### src/rtl/mem_arbiter.sv
// ---------------------------------------------------------------------------
// mem_arbiter
//
// Two-to-one arbiter that shares one unified memory port between the core's
// instruction (imem) and data (dmem) ports. One transaction is outstanding at
// a time: a request is granted in IDLE, presented downstream in ISSUE until
// the memory accepts it, and the single response is routed back to the
// granted port in WAIT.
//
// Data requests win contention, but a streak counter limits how many data
// grants in a row may pass a waiting fetch, so fetch is never starved.
//
// Ports
//   clk, reset                  clock (rising edge), async active-low reset
//   imem_req_*                  fetch request (valid/ready, addr); read only
//   imem_resp_*                 fetch response (valid, data)
//   dmem_req_*                  data request (valid/ready, addr, wen, wdata,
//                               wstrb)
//   dmem_resp_*                 data response; write ack carries don't-care
//   mem_req_*                   downstream request (valid/ready + payload)
//   mem_resp_*                  downstream response, one per accepted request
//   owner                       port owning the current transaction
//                               (0 = imem, 1 = dmem)
//   err_stray_resp              sticky: response seen outside WAIT
//
// state | meaning
// ------+---------------------------------------------------------------
// IDLE  | no transaction; grant a requester in the cycle it is valid
// ISSUE | mem_req_valid high with latched payload, waiting for ready
// WAIT  | request accepted, waiting for the single response
// ---------------------------------------------------------------------------
module mem_arbiter #(
    parameter int AW          = 32,
    parameter int DW          = 32,
    parameter int MAX_DSTREAK = 4
) (
    input  logic            clk,
    input  logic            reset,

    input  logic            imem_req_valid,
    output logic            imem_req_ready,
    input  logic [AW-1:0]   imem_req_addr,
    output logic            imem_resp_valid,
    output logic [DW-1:0]   imem_resp_data,

    input  logic            dmem_req_valid,
    output logic            dmem_req_ready,
    input  logic [AW-1:0]   dmem_req_addr,
    input  logic            dmem_req_wen,
    input  logic [DW-1:0]   dmem_req_wdata,
    input  logic [DW/8-1:0] dmem_req_wstrb,
    output logic            dmem_resp_valid,
    output logic [DW-1:0]   dmem_resp_data,

    output logic            mem_req_valid,
    input  logic            mem_req_ready,
    output logic [AW-1:0]   mem_req_addr,
    output logic            mem_req_wen,
    output logic [DW-1:0]   mem_req_wdata,
    output logic [DW/8-1:0] mem_req_wstrb,
    input  logic            mem_resp_valid,
    input  logic [DW-1:0]   mem_resp_data,

    output logic            owner,
    output logic            err_stray_resp
);

    localparam int SW = $clog2(MAX_DSTREAK + 1);
    localparam int BW = DW / 8;

    typedef enum logic [1:0] {
        S_IDLE  = 2'd0,
        S_ISSUE = 2'd1,
        S_WAIT  = 2'd2
    } state_t;

    state_t         state;
    logic [SW-1:0]  dstreak;
    logic           streak_full;
    logic           grant_d;
    logic           grant_i;
    logic           resp_fire;

    assign streak_full = (dstreak == SW'(MAX_DSTREAK));

    // Grant decision. Qualified with reset so the readies sit at their reset
    // value while reset is held, even if a requester keeps valid high.
    always_comb begin
        grant_d = 1'b0;
        grant_i = 1'b0;
        if (reset && (state == S_IDLE)) begin
            if (dmem_req_valid && !(imem_req_valid && streak_full)) begin
                grant_d = 1'b1;
            end else if (imem_req_valid) begin
                grant_i = 1'b1;
            end
        end
    end

    assign imem_req_ready = grant_i;
    assign dmem_req_ready = grant_d;

    // Responses pass straight through; only the valids are steered.
    assign resp_fire       = (state == S_WAIT) && mem_resp_valid;
    assign imem_resp_valid = resp_fire && !owner;
    assign dmem_resp_valid = resp_fire && owner;
    assign imem_resp_data  = mem_resp_data;
    assign dmem_resp_data  = mem_resp_data;

    always_ff @(posedge clk or negedge reset) begin
        if (!reset) begin
            state          <= S_IDLE;
            dstreak        <= '0;
            owner          <= 1'b0;
            mem_req_valid  <= 1'b0;
            mem_req_addr   <= '0;
            mem_req_wen    <= 1'b0;
            mem_req_wdata  <= '0;
            mem_req_wstrb  <= '0;
            err_stray_resp <= 1'b0;
        end else begin
            if (mem_resp_valid && (state != S_WAIT)) begin
                err_stray_resp <= 1'b1;
            end

            case (state)
                S_IDLE: begin
                    if (grant_d) begin
                        owner         <= 1'b1;
                        mem_req_valid <= 1'b1;
                        mem_req_addr  <= dmem_req_addr;
                        mem_req_wen   <= dmem_req_wen;
                        mem_req_wdata <= dmem_req_wdata;
                        mem_req_wstrb <= dmem_req_wstrb;
                        state         <= S_ISSUE;
                        // A data grant only counts against the fetch if a
                        // fetch was actually waiting. The grant condition
                        // keeps the increment from passing MAX_DSTREAK.
                        if (imem_req_valid) begin
                            dstreak <= dstreak + SW'(1);
                        end else begin
                            dstreak <= '0;
                        end
                    end else if (grant_i) begin
                        owner         <= 1'b0;
                        mem_req_valid <= 1'b1;
                        mem_req_addr  <= imem_req_addr;
                        mem_req_wen   <= 1'b0;
                        mem_req_wdata <= '0;
                        mem_req_wstrb <= BW'(0);
                        state         <= S_ISSUE;
                        dstreak       <= '0;
                    end
                end

                S_ISSUE: begin
                    if (mem_req_ready) begin
                        mem_req_valid <= 1'b0;
                        state         <= S_WAIT;
                    end
                end

                S_WAIT: begin
                    if (mem_resp_valid) begin
                        state <= S_IDLE;
                    end
                end

                default: begin
                    state         <= S_IDLE;
                    mem_req_valid <= 1'b0;
                end
            endcase
        end
    end

endmodule
### config.mk
export PLATFORM = sky130hd
export DESIGN_NAME = mem_arbiter
export DESIGN_NICKNAME = d
export VERILOG_FILES = /design/src/rtl/mem_arbiter.sv
export SDC_FILE = /design/constraint.sdc
export NUM_CORES = 1
export LEC_CHECK = 0
export BUFFER_PORTS_ARGS = -buffer_cell sky130_fd_sc_hd__buf_4
export CELL_PAD_IN_SITES_DETAIL_PLACEMENT = 0
export CELL_PAD_IN_SITES_GLOBAL_PLACEMENT = 1
export CORE_MARGIN = 1.5
export CORE_UTILIZATION = 31
export DETAILED_ROUTE_END_ITERATION = 8
export PLACE_DENSITY_LB_ADDON = 0.1
export SLEW_MARGIN = 0
export SYNTH_ARGS = -nofsm -noshare
export SYNTH_HDL_FRONTEND = slang
export SYNTH_SLANG_ARGS = --single-unit
### constraint.sdc
create_clock -name clk -period 2.59 [get_ports clk]
set_input_delay 0.1295 -clock clk [delete_from_list [all_inputs] [get_ports clk]]
set_output_delay 0.1295 -clock clk [all_outputs]
set_load 0.02 [all_outputs]
==> run metrics <==
status completed; Rows 40; DR vias/cell ~4.8; vias in the first global route ~3000; CTS-repair resized insts 0; synthesized cell area just under 4000 um2; drt wl/cell between 15 and 20 um; register area share after synthesis 49.9%; largest net degree at the start of global routing between 70 and 80; leading cell type in the layout, fill and taps excluded buf_4; Detailed Place HPWL around 7.5 mm; first-pass GRT wire length 16.3 mm; average cell area after synthesis roughly 11 um2; slowest CP cell dfrtp_1; Fin Setup TNS 0 ps; die height 115 um; total CTS buffers 9; routed vias 3004; final number of max-transition violations 0; Most used DFF post-synth dfrtp_1; Residual DRC 0; most area-consuming cells after synthesis dfrtp_1 (50%), buf_4 (12%), a22o_1 (8.6%); crit-path max cell delay ~400 ps; Crit Path Max Fanout 27; Pre-Repair DR Iteration Count 4; total core area roughly 12000 um2; latest clock arrival within the worst-skew pair approximately 320 ps; fill count 1152; # hold bufs at CTS 0; Slew HR 35.6%; GRT Util Overall 15.9%; Pleak ~2.5 nW; Crit path max-delay family buffers and inverters; I/O pin count about 280; Setup crit end kind output port; clock root cell clkbuf_16; max frequency 475 MHz; Syn. warnings 0; Pwr Density 1180 nW/um2; CP startpoint kind flop; Max Cap Viol 0; htree depth 3; unrepaired setup endpoints after global routing false; Initial Util 32.0%; Synth cell types 27; launching point of the worst reg2reg path state[0]$_DFFE_PN0P_; Final Hold Viols 0; final-stage net count 589; Antenna Violating Nets Remaining 0; synth-to-layout area growth 35.0%; most frequent cells in the layout buf_4 (193), dfrtp_1 (77), a22o_1 (38); port buffer count ~180; Post-Place Cells a little over 600; critical path class flop to output port; CP arrival a little under 2000 ps; Non-Filler Instances 620; die area ~13000 um2; total wire length roughly 11 mm; most frequent CP cell buf_4; area leader, netlist dfrtp_1; total clock sinks between 70 and 80; VDD IR max roughly 0.00055 V; Synth top area share 49.9%; Post-Syn Nets 479; final count of negative-setup-slack endpoints 0; Slew @ Worst Pin approximately 970 ps; DR iter-0 viols approximately 160; Setup Skew roughly 6.7 ps; Die Span X about 110 um; CP required between 2000 and 2500 ps; Reg clk slew, reported paths 60 ps; Critical path origin dstreak[0]$_DFFE_PN0P_; min Tclk post-route about 2100 ps; # diodes 0; routability cong. roughly 0.72; worst path buffer plus inverter count 3; Post-synth ARST share 100%; gr ovfl total 0; Hold Startpoint dmem_req_wdata[5]; Yosys reg bits 77; Hold Path Class primary input to flop; Post-Syn Instances about 340; layout cell share with drive strength beyond 1 46.7%; Max Root-Sink Buffers 2; CTS tree built; Post-CTS Setup Bufs 0; initial antenna violation count 0; crit path cell chain inv_1 > ha_1 > and3_1 > and3b_1 > buf_4 > buf_4; worst hold slack roughly 24 ps; Tcrit/Tclk final between 80% and 90%; Post-synth EDFFs 0; total power 0.00615 W
[state kept, by name, indices dropped and copies added, names as in the netlist]
name	cells
mem_req_addr	32
dstreak	3
mem_req_valid	1
owner	1
err_stray_resp	1
state	2
mem_req_wdata	32
mem_req_wstrb	4
mem_req_wen	1
[synth_stat cells, types with 2 or more instances]
cell type   n
clkbuf_1   17
nor2_1      2
o21ai_0     2
a21o_1      2
a2bb2oi_1  32
buf_6       4
nor3b_1     4
a22o_1     38
o32ai_1    32
ha_1        2
inv_1       3
nand2_1     6
buf_2       9
nand2b_1   33
buf_4      64
dfrtp_1    77
[per-stage QoR]
stage          area, um2  util (%)  setup WS, ps
4_1_cts             5210      43.2           463
5_1_grt             5210      43.2           359
2_1_floorplan       3860         -           926
3_5_place_dp        4900      40.6           622
3_3_place_gp        4900      40.6           748
6_report            5210      43.2           485
[layout make-up]
type | instances | area [um2] | share of cell area [%]
clock buffers | 10 | 239 | 4.58
clock inverters | 5 | 75.1 | 1.44
inverters | 4 | 15.0 | 0.288
multi-input cells | 163 | 1300 | 24.9
flip-flops and latches | 77 | 1930 | 37.0
well taps | 168 | 210 | 4.03
repair buffers | 193 | 1450 | 27.8
[per-layer routing]
layer / vias to the layer above / global-route usage (%) / part of all wire, % / routed length [um]
met1: 1430 / 19.9 / 42 / 4530
met2: 154 / 26.2 / 48 / 5130
li1: 1410 / - / - / -
met3: 10 / 4.61 / 8.4 / 891
met4: 0 / 5.42 / 1.1 / 121
met5: - / 0 / 0 / 0
[power by group]
group	internal, W	switching (W)	leakage, nW
Sequential	0.00176	0.000348	0.917
Combinational	0.00131	0.00140	1.41
Clock	0.000859	0.000464	0.158
[path summary, 6_finish.rpt]
path                                                end  slack [ps]  cells after the start
max in group asynchronous        dstreak[2]$_DFFE_PN0P_        1900                      2
setup reg to reg            mem_req_addr[3]$_DFFE_PN0P_         620                      5
setup / recovery                         dmem_req_ready         490                      6
hold reg to reg              err_stray_resp$_DFFE_PN0P_         490                      1
hold / removal             mem_req_wdata[5]$_DFFE_PN0P_          20                      2
min in group asynchronous     mem_req_valid$_DFFE_PN0P_          40                      2
[worst reg2reg max path, stage by stage (launching register included)]
cell,delay [ps]
dfrtp_1,430
nor3b_2,360
buf_4,330
o21a_1,180
buf_4,350
a2bb2oi_1,230
[cells by family after synthesis]
group           after synthesis  share of synthesized area, %
buf+inv                      98                          16.8
simple gates                 49                          7.74
flops                        77                          49.9
compound gates              112                          24.9
fa+ha+maj                     2                         0.648
Power figures use the tool's default switching activity.
